[src/rtl/handshake_rr_arbiter.sv]
`default_nettype none
// ============================================================================
// Module      : handshake_rr_arbiter
// Description : Round-robin arbiter with burst locking. It shares one
//               valid/ready datapath between NUM_SRC sources. A beat moves
//               through a single output register, and each beat carries the
//               index of the source that produced it.
// Revision    : 1.0 - initial release
// ============================================================================
module handshake_rr_arbiter #(
    parameter  int WIDTH     = 9,
    parameter  int NUM_SRC   = 4,
    parameter  int MAX_BURST = 4,
    localparam int ID_W      = $clog2(NUM_SRC)
) (
    input  logic                     clk,
    input  logic                     s_rst,
    input  logic [NUM_SRC-1:0]       src_vaild,
    input  logic [NUM_SRC*WIDTH-1:0] src_data,
    output logic [NUM_SRC-1:0]       src_ready,
    output logic                     dst_vaild,
    output logic [WIDTH-1:0]         dst_data,
    output logic [ID_W-1:0]          dst_src_id,
    input  logic                     dst_ready,
    output logic [NUM_SRC-1:0]       grant,
    output logic                     idle
);

    // ------------------------------------------------------------------------
    // Constants
    // ------------------------------------------------------------------------
    localparam logic [0:0]      c_S_IDLE      = 1'b0;
    localparam logic [0:0]      c_S_GRANT     = 1'b1;
    // A burst ends on the handshake whose count reaches MAX_BURST-1.
    localparam logic [7:0]      c_BURST_LAST  = 8'(MAX_BURST - 1);
    // Setting the reset value to the last index makes source 0 win the first arbitration.
    localparam logic [ID_W-1:0] c_LAST_ID_RST = ID_W'(NUM_SRC - 1);

    // ------------------------------------------------------------------------
    // Round-robin pick. The scan starts at (last+1) mod NUM_SRC and wraps.
    // The loop runs from farthest to nearest, so the nearest requester
    // overwrites the others. The MSB of the result means "found".
    // ------------------------------------------------------------------------
    function automatic logic [ID_W:0] f_rr_pick(
        input logic [NUM_SRC-1:0] req,
        input logic [ID_W-1:0]    last
    );
        logic [ID_W:0]   res;
        logic [ID_W-1:0] idx_t;
        int              idx;
        res = '0;
        for (int k = NUM_SRC; k >= 1; k--) begin
            idx   = (int'(last) + k) % NUM_SRC;
            idx_t = idx[ID_W-1:0];
            if (req[idx_t]) begin
                res = {1'b1, idx_t};
            end
        end
        return res;
    endfunction

    // ------------------------------------------------------------------------
    // Registers
    // ------------------------------------------------------------------------
    logic [0:0]         r_state;
    logic [NUM_SRC-1:0] r_grant;
    logic [ID_W-1:0]    r_cur_id;
    logic [ID_W-1:0]    r_last_id;
    logic [7:0]         r_burst_cnt;
    logic               r_dst_vaild;
    logic [WIDTH-1:0]   r_dst_data;
    logic [ID_W-1:0]    r_dst_src_id;

    // ------------------------------------------------------------------------
    // Combinational signals
    // ------------------------------------------------------------------------
    logic [0:0]         w_state_nxt;
    logic [NUM_SRC-1:0] w_src_ready;
    logic               w_can_accept;
    logic [ID_W:0]      w_pick;
    logic               w_pick_found;
    logic [ID_W-1:0]    w_pick_id;
    logic [NUM_SRC-1:0] w_pick_onehot;
    logic               w_cur_vaild;
    logic               w_load;
    logic               w_burst_end;
    logic               w_grant_end;
    logic [WIDTH-1:0]   w_src_data_arr [NUM_SRC];
    logic [WIDTH-1:0]   w_sel_data;

    // Split the packed source bus into one entry per source.
    generate
        for (genvar gi = 0; gi < NUM_SRC; gi++) begin : g_unpack
            assign w_src_data_arr[gi] = src_data[gi*WIDTH +: WIDTH];
        end
    endgenerate

    // The output register can take a new beat when it is empty or is draining this cycle.
    assign w_can_accept = !r_dst_vaild || dst_ready;

    assign w_pick       = f_rr_pick(src_vaild, r_last_id);
    assign w_pick_found = w_pick[ID_W];
    assign w_pick_id    = w_pick[ID_W-1:0];

    assign w_cur_vaild  = src_vaild[r_cur_id];
    assign w_sel_data   = w_src_data_arr[r_cur_id];

    // A source beat is accepted only from the granted source.
    assign w_load       = w_src_ready[r_cur_id] && w_cur_vaild;
    // Stall cycles do not advance the counter, so only real handshakes end a burst.
    assign w_burst_end  = w_load && (r_burst_cnt == c_BURST_LAST);
    assign w_grant_end  = w_burst_end || !w_cur_vaild;

    // Convert the picked index to a one-hot vector for the grant register.
    always_comb begin
        w_pick_onehot            = '0;
        w_pick_onehot[w_pick_id] = 1'b1;
    end

    // ------------------------------------------------------------------------
    // FSM: state register
    // ------------------------------------------------------------------------
    // State register
    always_ff @(posedge clk) begin
        if (s_rst) begin
            r_state <= c_S_IDLE;
        end else begin
            r_state <= w_state_nxt;
        end
    end

    // ------------------------------------------------------------------------
    // FSM: next-state logic
    // ------------------------------------------------------------------------
    // IDLE opens a grant when anyone requests. GRANT closes on burst end or source drop.
    always_comb begin
        w_state_nxt = r_state;
        case (r_state)
            c_S_IDLE: begin
                if (w_pick_found) begin
                    w_state_nxt = c_S_GRANT;
                end
            end
            c_S_GRANT: begin
                if (w_grant_end) begin
                    w_state_nxt = c_S_IDLE;
                end
            end
            default: begin
                w_state_nxt = c_S_IDLE;
            end
        endcase
    end

    // ------------------------------------------------------------------------
    // FSM: outputs
    // ------------------------------------------------------------------------
    // Only the granted source sees ready, and only while the output register can accept.
    always_comb begin
        w_src_ready = '0;
        if (r_state == c_S_GRANT) begin
            w_src_ready[r_cur_id] = w_can_accept;
        end
    end

    // ------------------------------------------------------------------------
    // Arbitration bookkeeping: grant vector, current/last id, burst counter
    // ------------------------------------------------------------------------
    // Latch the winner on entering GRANT. Record it as last served on leaving GRANT.
    always_ff @(posedge clk) begin
        if (s_rst) begin
            r_grant     <= '0;
            r_cur_id    <= '0;
            r_last_id   <= c_LAST_ID_RST;
            r_burst_cnt <= '0;
        end else begin
            case (r_state)
                c_S_IDLE: begin
                    if (w_pick_found) begin
                        r_grant     <= w_pick_onehot;
                        r_cur_id    <= w_pick_id;
                        r_burst_cnt <= '0;
                    end
                end
                c_S_GRANT: begin
                    if (w_grant_end) begin
                        r_grant     <= '0;
                        r_last_id   <= r_cur_id;
                        r_burst_cnt <= '0;
                    end else if (w_load) begin
                        r_burst_cnt <= r_burst_cnt + 8'd1;
                    end
                end
                default: begin
                    r_grant     <= '0;
                    r_burst_cnt <= '0;
                end
            endcase
        end
    end

    // ------------------------------------------------------------------------
    // Output pipeline register
    // ------------------------------------------------------------------------
    // Load on a source handshake, otherwise drain on a destination handshake.
    // Data and id change only on a load.
    always_ff @(posedge clk) begin
        if (s_rst) begin
            r_dst_vaild  <= 1'b0;
            r_dst_data   <= '0;
            r_dst_src_id <= '0;
        end else if (w_load) begin
            r_dst_vaild  <= 1'b1;
            r_dst_data   <= w_sel_data;
            r_dst_src_id <= r_cur_id;
        end else if (dst_ready) begin
            r_dst_vaild  <= 1'b0;
        end
    end

    // ------------------------------------------------------------------------
    // Port assignments
    // ------------------------------------------------------------------------
    assign src_ready  = w_src_ready;
    assign dst_vaild  = r_dst_vaild;
    assign dst_data   = r_dst_data;
    assign dst_src_id = r_dst_src_id;
    assign grant      = r_grant;
    assign idle       = (r_state == c_S_IDLE) && !r_dst_vaild;

endmodule
`default_nettype wire

[config.mk]
export PLATFORM = sky130hd
export DESIGN_NAME = handshake_rr_arbiter
export DESIGN_NICKNAME = d
export VERILOG_FILES = /design/src/rtl/handshake_rr_arbiter.sv
export SDC_FILE = /design/constraint.sdc
export NUM_CORES = 1
export LEC_CHECK = 0
export CAP_MARGIN = 30
export CORE_MARGIN = 3
export CORE_UTILIZATION = 39
export CTS_CLUSTER_SIZE = 20
export DETAILED_ROUTE_END_ITERATION = 7
export MAX_ROUTING_LAYER = met4
export PLACE_DENSITY = 0.76
export SETUP_SLACK_MARGIN = 0.3
export SYNTH_ARGS = -nofsm -noshare
export SYNTH_HDL_FRONTEND = slang
export SYNTH_SLANG_ARGS = --single-unit
[constraint.sdc]
create_clock -name clk -period 1.9 [get_ports clk]
set_input_delay 0.19 -clock clk [delete_from_list [all_inputs] [get_ports clk]]
set_output_delay 0.19 -clock clk [all_outputs]
set_load 0.1 [all_outputs]
==> results.yml <==
status:
  status: "completed"
sta:
  report.final.slew_viol_count: 0
  layout_worst_path_cycle_share_pct: 88.4
  clock_skew_ps: 4.57
  finalSetupViolCount: 0
  fmax_mhz: 596
  rsz0062_at_grt: "yes"
  tightest_slew_ps: 432
  maxSlewHeadroom_pct: 71.1
  post-route-min-period_ps: 1680
  worst_slack_ps: 221
  hold_violations: 0
route:
  via_count: 1703
  drt_iter0_markers: 97
  drc: 0
  vias_per_cell: 5.44
  wl_um: 4830
  wl_per_cell_um: 15.4
  drtAntennaViolNets: 0
  first_pass_iters: 4
grt:
  antenna_found_initial: 0
  grt_pass1_vias: 1632
  grt_usage_pct: 20.7
  grt_pass1_wl_um: 7800
  grt_overflow: 0
  grt_start_max_net_pins: 16
worst_hold_path:
  min_to: "dst_data[6]$_SDFFE_PP0P_"
  holdCritStartpoint: "dst_data[6]$_SDFFE_PP0P_"
  holdPathStages: 2
  hold_class: "flop to flop"
setup_path:
  worstSetupStartpointType: "flop"
  r2r-end: "r_burst_cnt[3]$_SDFFE_PP0P_"
  crit_required_ps: 2120
  reg2reg_from: "r_cur_id[1]$_SDFFE_PP0P_"
  r2r_cells: 4
  cp-end-kind: "flop"
  r2r_slack_ps: 220
  cp_max_fo: 5
  worstSetupPathType: "flop to flop"
  cp.arrival_ps: 1900
floorplan:
  core_mm2: 0.00383
  die_w_um: 70.2
  placementRows: 22
  die_area_mm2: 0.00493
  dieHeight_um: 70.2
  start_util_pct: 42.0
  ios: 64
finish:
  final_common_cell: "buf_4"
  nNetsFinal: 308
  final_layout_size_suffix_gt1_share_pct: 34.0
  final_cell_mix: "buf_4, clkdlybuf4s50_1, nand2_1, dfxtp_1, a21oi_1"
  final_area_mm2: 0.00269
  syn2layout_area_growth_pct: 67.7
  diodes: 0
synthesis:
  synth_edf_count: 0
  synth_warnings: 0
  synth_top_flop_cell: "dfxtp_1"
  synth_fp_nets: 225
  ys_seq_area_share_pct: 36.1
  netlist_area_mm2: 0.00161
  netlist_instances: 181
  ys_types: 41
  ys_seq_elements: 29
  synthArstFlopShare_pct: 0
  avgSynthCellArea_um2: 8.88
placement:
  gp_congestion: 0.927
  placed_area_mm2: 0.00244
  port_buffers: 63
  hpwl_um: 3550
  pre_cts_slack_ps: -82.0
clock_tree:
  cts_max_level: 2
  cts.clk_slew.worst_paths_ps: 60
  clkSinkCount: 29
  cts_tree: "built"
  insertion_delay_ps: 290
  clockBufferDepth: 2
  cts-root-buf: "clkbuf_8"
  cts_made_buffers: 5
  cts_hold_buf: 0
power:
  p_per_area_mw_per_mm2: 776
  power_leakage_nw: 1.04
  peakVddDrop_mv: 0.596
flow_run:
  maxCapViolCount: 0
[worst max-delay path, cell delays in order, from the launching register on]
cell and delay (ps):
dfxtp_2 330, mux4_2 560, a22o_4 270, or3_4 340
a21oi_2 120
[worst max-delay path by stage]
| stage | startpoint | end | slack, ps | cells after the start |
|---|---|---|---|---|
| after CTS | r_cur_id[1]$_SDFFE_PP0P_ | r_burst_cnt[3]$_SDFFE_PP0P_ | 220 | 4 |
| after detailed placement | src_vaild[0] | r_burst_cnt[3]$_SDFFE_PP0P_ | -80 | 5 |
| after global routing | r_cur_id[1]$_SDFFE_PP0P_ | r_burst_cnt[3]$_SDFFE_PP0P_ | 200 | 4 |
| final | r_cur_id[1]$_SDFFE_PP0P_ | r_burst_cnt[3]$_SDFFE_PP0P_ | 220 | 4 |
| after floorplan | dst_vaild$_SDFFE_PP0P_ | src_ready[0] | 140 | 4 |
| after global placement | src_vaild[0] | r_burst_cnt[3]$_SDFFE_PP0P_ | -40 | 5 |
[state kept, by name (all words and copies together), names as in the netlist]
name / flops
dst_data: 9
r_burst_cnt: 8
grant: 4
dst_src_id: 2
r_cur_id: 2
r_last_id: 2
dst_vaild: 1
r_state: 1
[per-stage QoR]
stage               hold slack [ps]  cells  TNS (ps)  total power [mW]  utilization (%)
floorplan                       375    181         0              1.21                -
global placement                442    298      -265              1.45             63.7
detailed placement              451    298      -542              1.46             63.7
CTS                             460    310         0              2.10             68.5
global route                    475    313         0              2.18             70.4
finish                          456    313         0              2.09             70.4
[cells in the mapped netlist (3+ instances only)]
library cell / number / area (um2)
a21oi_1: 19 / 95.1
o32ai_1: 4 / 35.0
nand2_1: 27 / 101
or3_1: 4 / 25.0
mux4_2: 10 / 225
o21ai_0: 5 / 25.0
dfxtp_1: 29 / 581
inv_1: 5 / 18.8
nor2_1: 13 / 48.8
a211oi_1: 3 / 22.5
clkbuf_1: 6 / 22.5
nand3_1: 5 / 25.0
nand2b_1: 10 / 62.6
nor3_1: 4 / 20.0
nand4_1: 4 / 25.0
[power by group]
part	internal [mW]	switching (mW)	total (mW)
registers	0.650	0.0372	0.688
clock network	0.374	0.244	0.618
logic	0.317	0.468	0.785
total	1.34	0.749	2.09
[logic make-up (layout without fill, tap and decap cells)]
| group | count (synthesis) | in the layout | synth area share (%) |
|---|---|---|---|
| compound gates | 42 | 42 | 17.1 |
| mux | 14 | 14 | 16.7 |
| buf+inv | 17 | 101 | 4.83 |
| fa+ha+maj | 1 | 1 | 0.779 |
| flops | 29 | 29 | 36.1 |
| simple gates | 78 | 78 | 24.5 |
[final cells by class]
cell class              count  area, um2
clock buffers               8        111
fillers                   316       1130
inverters                   5       18.8
multi-input cells         135       1070
flip-flops and latches     29        588
well taps                  48       60.1
repair buffers             88        841
[per-layer routing]
metal	track usage [%]	vias up	wire length [um]
li1	-	839	-
met1	24.3	796	2030
met2	34.0	58	2390
met3	4.60	10	314
met4	8.94	0	95
met5	-	-	0
[timing repair]
item,in CTS,in global routing
setup endpoints to repair,18,23
gates cloned,0,0
setup buffers,4,3
gates resized for setup,11,14
pin swaps,4,4
(Power assumes the default switching activity.)
